==> config.mk <==
export PLATFORM = sky130hd
export DESIGN_NAME = wb_stage
export DESIGN_NICKNAME = d
export VERILOG_FILES = /design/src/rtl/wb_stage.sv
export SDC_FILE = /design/constraint.sdc
export NUM_CORES = 1
export LEC_CHECK = 0
export ABC_AREA = 1
export CORE_ASPECT_RATIO = 0.7
export CORE_UTILIZATION = 30
export DETAILED_ROUTE_END_ITERATION = 16
export PLACE_DENSITY_LB_ADDON = 0.2
export SLEW_MARGIN = 25
export SYNTH_ARGS = -nofsm -noshare
export SYNTH_HDL_FRONTEND = slang
export SYNTH_SLANG_ARGS = --single-unit
==> constraint.sdc <==
create_clock -name clk -period 5.47 [get_ports clk]
set_clock_uncertainty 0.1 [all_clocks]
set_input_delay 1.094 -clock clk [delete_from_list [all_inputs] [get_ports clk]]
set_output_delay 1.094 -clock clk [all_outputs]
set_load 0.05 [all_outputs]
==> src/rtl/wb_stage.sv <==
// Write-back stage: classifies retiring instructions, queues register-file writes
// in a small FIFO, and offers a youngest-match bypass lookup plus debug counters.
module wb_stage #(
  parameter int DEPTH = 2,
  parameter int CNT_W = 16
) (
  input  logic                clk,
  input  logic                rst,
  input  logic                in_valid,
  input  logic [4:0]          pc,
  input  logic [4:0]          opcode,
  input  logic signed [31:0]  aluout,
  input  logic signed [31:0]  LMD,
  input  logic [3:0]          destAddr,
  output logic                stall_out,
  input  logic                rf_ready,
  output logic                rf_we,
  output logic [3:0]          rf_waddr,
  output logic [31:0]         rf_wdata,
  input  logic [3:0]          fwd_qaddr,
  output logic                fwd_hit,
  output logic [31:0]         fwd_data,
  output logic [4:0]          last_pc,
  output logic [CNT_W-1:0]    retire_count,
  output logic [CNT_W-1:0]    illegal_count
);

  // Opcode encoding shared with the rest of the pipeline.
  localparam logic [4:0] OP_NOP  = 5'd0;
  localparam logic [4:0] OP_ARSH = 5'd8;
  localparam logic [4:0] OP_LDW  = 5'd9;
  localparam logic [4:0] OP_STR  = 5'd10;

  localparam int PTR_W = (DEPTH > 1) ? $clog2(DEPTH) : 1;
  localparam int OCC_W = $clog2(DEPTH + 1);
  localparam logic [OCC_W-1:0] FULL_OCC = OCC_W'(DEPTH);

  // Handshakes: upstream transfers on a rising edge when in_valid=1 and
  // stall_out=0; a write transfers on a rising edge when rf_we=1 and rf_ready=1.
  // Neither valid depends combinationally on its ready.

  logic [3:0]       addr_mem [DEPTH];
  logic [31:0]      data_mem [DEPTH];
  logic [4:0]       pc_mem   [DEPTH];

  logic [PTR_W-1:0] wr_ptr;
  logic [PTR_W-1:0] rd_ptr;
  logic [OCC_W-1:0] occ;

  logic             accept;
  logic             is_alu;
  logic             is_ldw;
  logic             is_skip;
  logic             is_illegal;
  logic             push;
  logic             pop;
  logic [31:0]      push_data;
  logic [PTR_W-1:0] scan_idx;

  // ---------------------------------------------------------------------------
  // Classification of the presented instruction
  // ---------------------------------------------------------------------------
  always_comb begin
    is_alu     = (opcode > OP_NOP) && (opcode <= OP_ARSH);
    is_ldw     = (opcode == OP_LDW);
    is_skip    = (opcode == OP_NOP) || (opcode == OP_STR);
    is_illegal = !(is_alu || is_ldw || is_skip);
    push_data  = is_ldw ? LMD : aluout;
  end

  assign stall_out = (occ == FULL_OCC);
  assign accept    = in_valid && !stall_out;
  assign push      = accept && (is_alu || is_ldw);
  assign pop       = rf_we && rf_ready;

  // ---------------------------------------------------------------------------
  // Head issue: purely from stored state, zeroed when nothing is pending
  // ---------------------------------------------------------------------------
  assign rf_we    = (occ != '0);
  assign rf_waddr = rf_we ? addr_mem[rd_ptr] : 4'd0;
  assign rf_wdata = rf_we ? data_mem[rd_ptr] : 32'd0;

  // ---------------------------------------------------------------------------
  // Storage (no reset needed: occupancy qualifies every read)
  // ---------------------------------------------------------------------------
  always_ff @(posedge clk) begin
    if (push) begin
      addr_mem[wr_ptr] <= destAddr;
      data_mem[wr_ptr] <= push_data;
      pc_mem[wr_ptr]   <= pc;
    end
  end

  // ---------------------------------------------------------------------------
  // Pointers and occupancy
  // ---------------------------------------------------------------------------
  always_ff @(posedge clk or posedge rst) begin
    if (rst) begin
      wr_ptr <= '0;
      rd_ptr <= '0;
      occ    <= '0;
    end else begin
      if (push) wr_ptr <= wr_ptr + 1'b1;
      if (pop)  rd_ptr <= rd_ptr + 1'b1;
      if (push && !pop)      occ <= occ + 1'b1;
      else if (pop && !push) occ <= occ - 1'b1;
    end
  end

  // ---------------------------------------------------------------------------
  // Retire bookkeeping and illegal-opcode counter
  // ---------------------------------------------------------------------------
  always_ff @(posedge clk or posedge rst) begin
    if (rst) begin
      last_pc       <= '0;
      retire_count  <= '0;
      illegal_count <= '0;
    end else begin
      if (pop) begin
        last_pc      <= pc_mem[rd_ptr];
        retire_count <= retire_count + 1'b1;
      end
      if (accept && is_illegal) illegal_count <= illegal_count + 1'b1;
    end
  end

  // ---------------------------------------------------------------------------
  // Bypass: walk oldest to youngest so the last match left standing is youngest
  // ---------------------------------------------------------------------------
  always_comb begin
    fwd_hit  = 1'b0;
    fwd_data = 32'd0;
    scan_idx = rd_ptr;
    for (int i = 0; i < DEPTH; i++) begin
      scan_idx = rd_ptr + PTR_W'(i);
      if ((OCC_W'(i) < occ) && (addr_mem[scan_idx] == fwd_qaddr)) begin
        fwd_hit  = 1'b1;
        fwd_data = data_mem[scan_idx];
      end
    end
  end

endmodule

==> summary.md <==
| Metric | Value |
|---|---|
| Rows | 47 |
| Largest net degree at the start of global routing | 84 |
| Setup WS pre-CTS | 1190 ps |
| Data arrival, critical path | 3250 ps |
| Simple-gate share of the synthesized area | 27.8% |
| CTS buffer count | 17 |
| H-tree level count | 4 |
| Initial DRC count | 346 |
| Max Cap Viol | 0 |
| Pwr dens | 506 nW/um^2 |
| Worst Tran Pin Value | 826 ps |
| Yosys top cell by area | edfxtp_1 |
| Post-Syn Instances | 833 |
| Final setup TNS | 0 ps |
| Vias | 6088 |
| Max-Slew Margin vs Limit | 44.9% |
| Initial Util | 30.7% |
| Hold Fails Final Rpt | 0 |
| Fillers | 2263 |
| Die footprint | 24900 sq um |
| Post-Syn Area | 7270 sq um |
| Clk slew on worst S/H paths | 60 ps |
| Crit end category | output port |
| Path depth of the worst reg2reg path | 7 |
| CP required | 4280 ps |
| Initial DRT Pass Iterations | 4 |
| Area growth, synth to finish | 42.6% |
| Avg WL per Cell | 14.6 microns |
| CTS tree | done |
| Leak pwr | 4.39 nW |
| Seq. cell area | 3490 sq um |
| Ys flop type | edfxtp_1 |
| Xor/xnor cell area share of the yosys netlist | 2.65% |
| Final #Nets | 1105 |
| Final WS setup | 1030 ps |
| Final WL | 19600 microns |
| Post-CTS Hold Buffers | 0 |
| I/O pin count | 194 |
| Core area | 23700 sq um |
| Crit path launch type | register |
| Status | complete, no violations |
| Ranking of synthesized cells by area | edfxtp_1, dfrtp_1, nand2_1 |
| Largest family of logic cells by synthesized area | simple AND/OR/NAND/NOR gates |
| Initial antenna violation count | 0 |
| # DRC | 0 |
| Yosys top cell area share | 33.9% |
| Post-CTS Repair Setup Buffers | 0 |
| Sequential share of the synthesized area | 48.0% |
| Number of global-route vias before repair | 5843 |
| Dpl cells | 1312 |
| Crit path time final | 4440 ps |
| Mux contribution to synthesized area | 4.96% |
| CTS Sinks | 123 |
| Finished Layout Cells | 1344 |
| Min-Delay Path Depth | 1 |
| Unrepaired setup endpoints after global routing | false |
| Layout cells sized above 1 | 16.1% |
| Worst Path Max Fanout | 83 |
| Ys async rst share | 33.3% |
| Worst-Skew Late Latency | 410 ps |
| Synthesized flop and latch total | 123 |
| First-pass GRT wire length | 31400 microns |
| Die Y | 132 microns |
| Antenna Nets Post-Route | 0 |
| Clock root cell | clkbuf_16 |
| Fin crit share | 81.2% |
| Yosys cell types | 34 |
| Antenna cells | 0 |
| Post-synth EDFFs | 82 |
| FMAX | 225 MHz |
| Average cell area after synthesis | 8.73 sq um |
| DP Wirelength | 13100 microns |
| Classification of the worst setup path | register to output port |
| GRT Util Overall | 16.4% |
| Syn nets | 925 |
| Multi-input gate area | 3100 sq um |
| Final setup violating endpoints | 0 |
| HP Class | register to register |
| Peak VDD IR | 0.259 mV |
| Post_cts resized | 0 |
| Post-synthesis compound-gate area fraction | 6.02% |
| Port-buffer cells | 193 |
| Die W | 188 microns |
| Area share of fa/ha/maj cells after synthesis | 1.03% |
| Gpl congestion | 0.764 |
| CTS Buffer Depth | 2 |
| Final slew viol count | 0 |
| WHS | 375 ps |
| Routed vias/inst | 4.53 |
| Synth Warn # | 0 |
| Total grt overflow | 0 |
| Final core utilization | 43.8% |
-- worst max-delay path, cell delays in order (launching register included) --
cell	delay, ps
dfrtp_4	910
inv_2	320
nand2_1	160
nand2_1	70
nand2_1	50
nand2_1	80
nor2_4	130
nand3_4	520
nand3_2	250
nand2_1	150
buf_12	180
-- cells by family after synthesis --
family	after synthesis
AO/OA/AOI/OAI	85
adder cells (fa/ha/maj)	6
buffers and inverters	152
flip-flops	123
AND/OR/NAND/NOR	413
multiplexers	32
XOR/XNOR	22
-- metrics by stage --
stage | instance area, sq um | total power [W]
2_1_floorplan | 7270 | 0.00316
3_3_place_gp | 9760 | 0.00410
3_5_place_dp | 9760 | 0.00410
4_1_cts | 10400 | 0.00531
5_1_grt | 10400 | 0.00554
6_report | 10400 | 0.00524
-- power breakdown --
part | leakage [nW] | switching (W) | internal (W)
Combinational | 2.83 | 0.00188 | 0.000893
Sequential | 1.26 | 0.000169 | 0.00113
Clock | 0.297 | 0.000447 | 0.000726
Total | 4.39 | 0.00250 | 0.00275
-- cells in the final DEF, fill, tap and decap left out, types with 3 or more instances in the layout --
cell type        synthesis  routed
nand4_1                 38      38
o21ai_0                 74      74
o21ai_1                  6       6
nor3_1                   6       6
edfxtp_1                82      82
clkbuf_16                0      17
buf_4                    1      10
bufinv_16                0       3
clkdlybuf4s50_1          0     160
mux2_2                  32      32
inv_6                    0       6
xor2_1                  14      14
nand2_2                  7       7
ha_1                     6       5
xnor2_1                  8       8
dfrtp_1                 41      40
nor2_1                  75      73
nand2_1                209     209
nand3_2                 30      30
nand3_1                 31      31
nand2_4                  5       5
inv_1                  105     105
nor2_4                   4       6
buf_12                   3      34
inv_2                    3       3
nand3b_1                 4       4
-- per-layer routing --
layer,vias up,global-route usage [%],share of wire [%]
met5,-,0,0
met1,2839,22.4,49
met4,0,4.88,1.4
met2,129,25.2,45
met3,19,4.45,5.3
li1,3101,-,-
-- flip-flops by register name, indices dropped and copies added (netlist names) --
register / count
data_mem: 64
illegal_count: 16
retire_count: 16
pc_mem: 10
addr_mem: 8
last_pc: 5
occ: 2
rd_ptr: 1
wr_ptr: 1
-- synth_stat cells, types with 3 or more instances --
master and instances:
buf_12 3, buf_2 23, buf_6 6, clkbuf_1 10, dfrtp_1 41, edfxtp_1 82
ha_1 6, inv_1 105, inv_2 3, mux2_2 32, nand2_1 209, nand2_2 7
nand2_4 5, nand3_1 31, nand3_2 30, nand3b_1 4, nand4_1 38, nor2_1 75
nor2_4 4, nor3_1 6, o21ai_0 74, o21ai_1 6, xnor2_1 8, xor2_1 14
-- path summary, 6_finish.rpt --
| kind | from | to | slack [ps] |
|---|---|---|---|
| setup / recovery | rd_ptr | fwd_data[23] | 1030 |
| hold / removal | retire_count[15] | retire_count[15] | 370 |
| setup reg to reg | occ[0] | data_mem[1][31] | 3020 |
| hold reg to reg | retire_count[15] | retire_count[15] | 370 |
| max in group asynchronous | rst | rd_ptr | 3380 |
| min in group asynchronous | rst | illegal_count[1] | 1050 |
-- final cells by class --
class	instances	area share [%]
Clock buffer	17	4.10
Clock inverter	15	1.80
Inverter	109	3.96
Multi-Input combinational cell	558	29.9
Sequential cell	123	33.7
Tap cell	318	3.84
Timing Repair Buffer	204	22.7
Note: power is estimated with default switching activity, not from simulation.
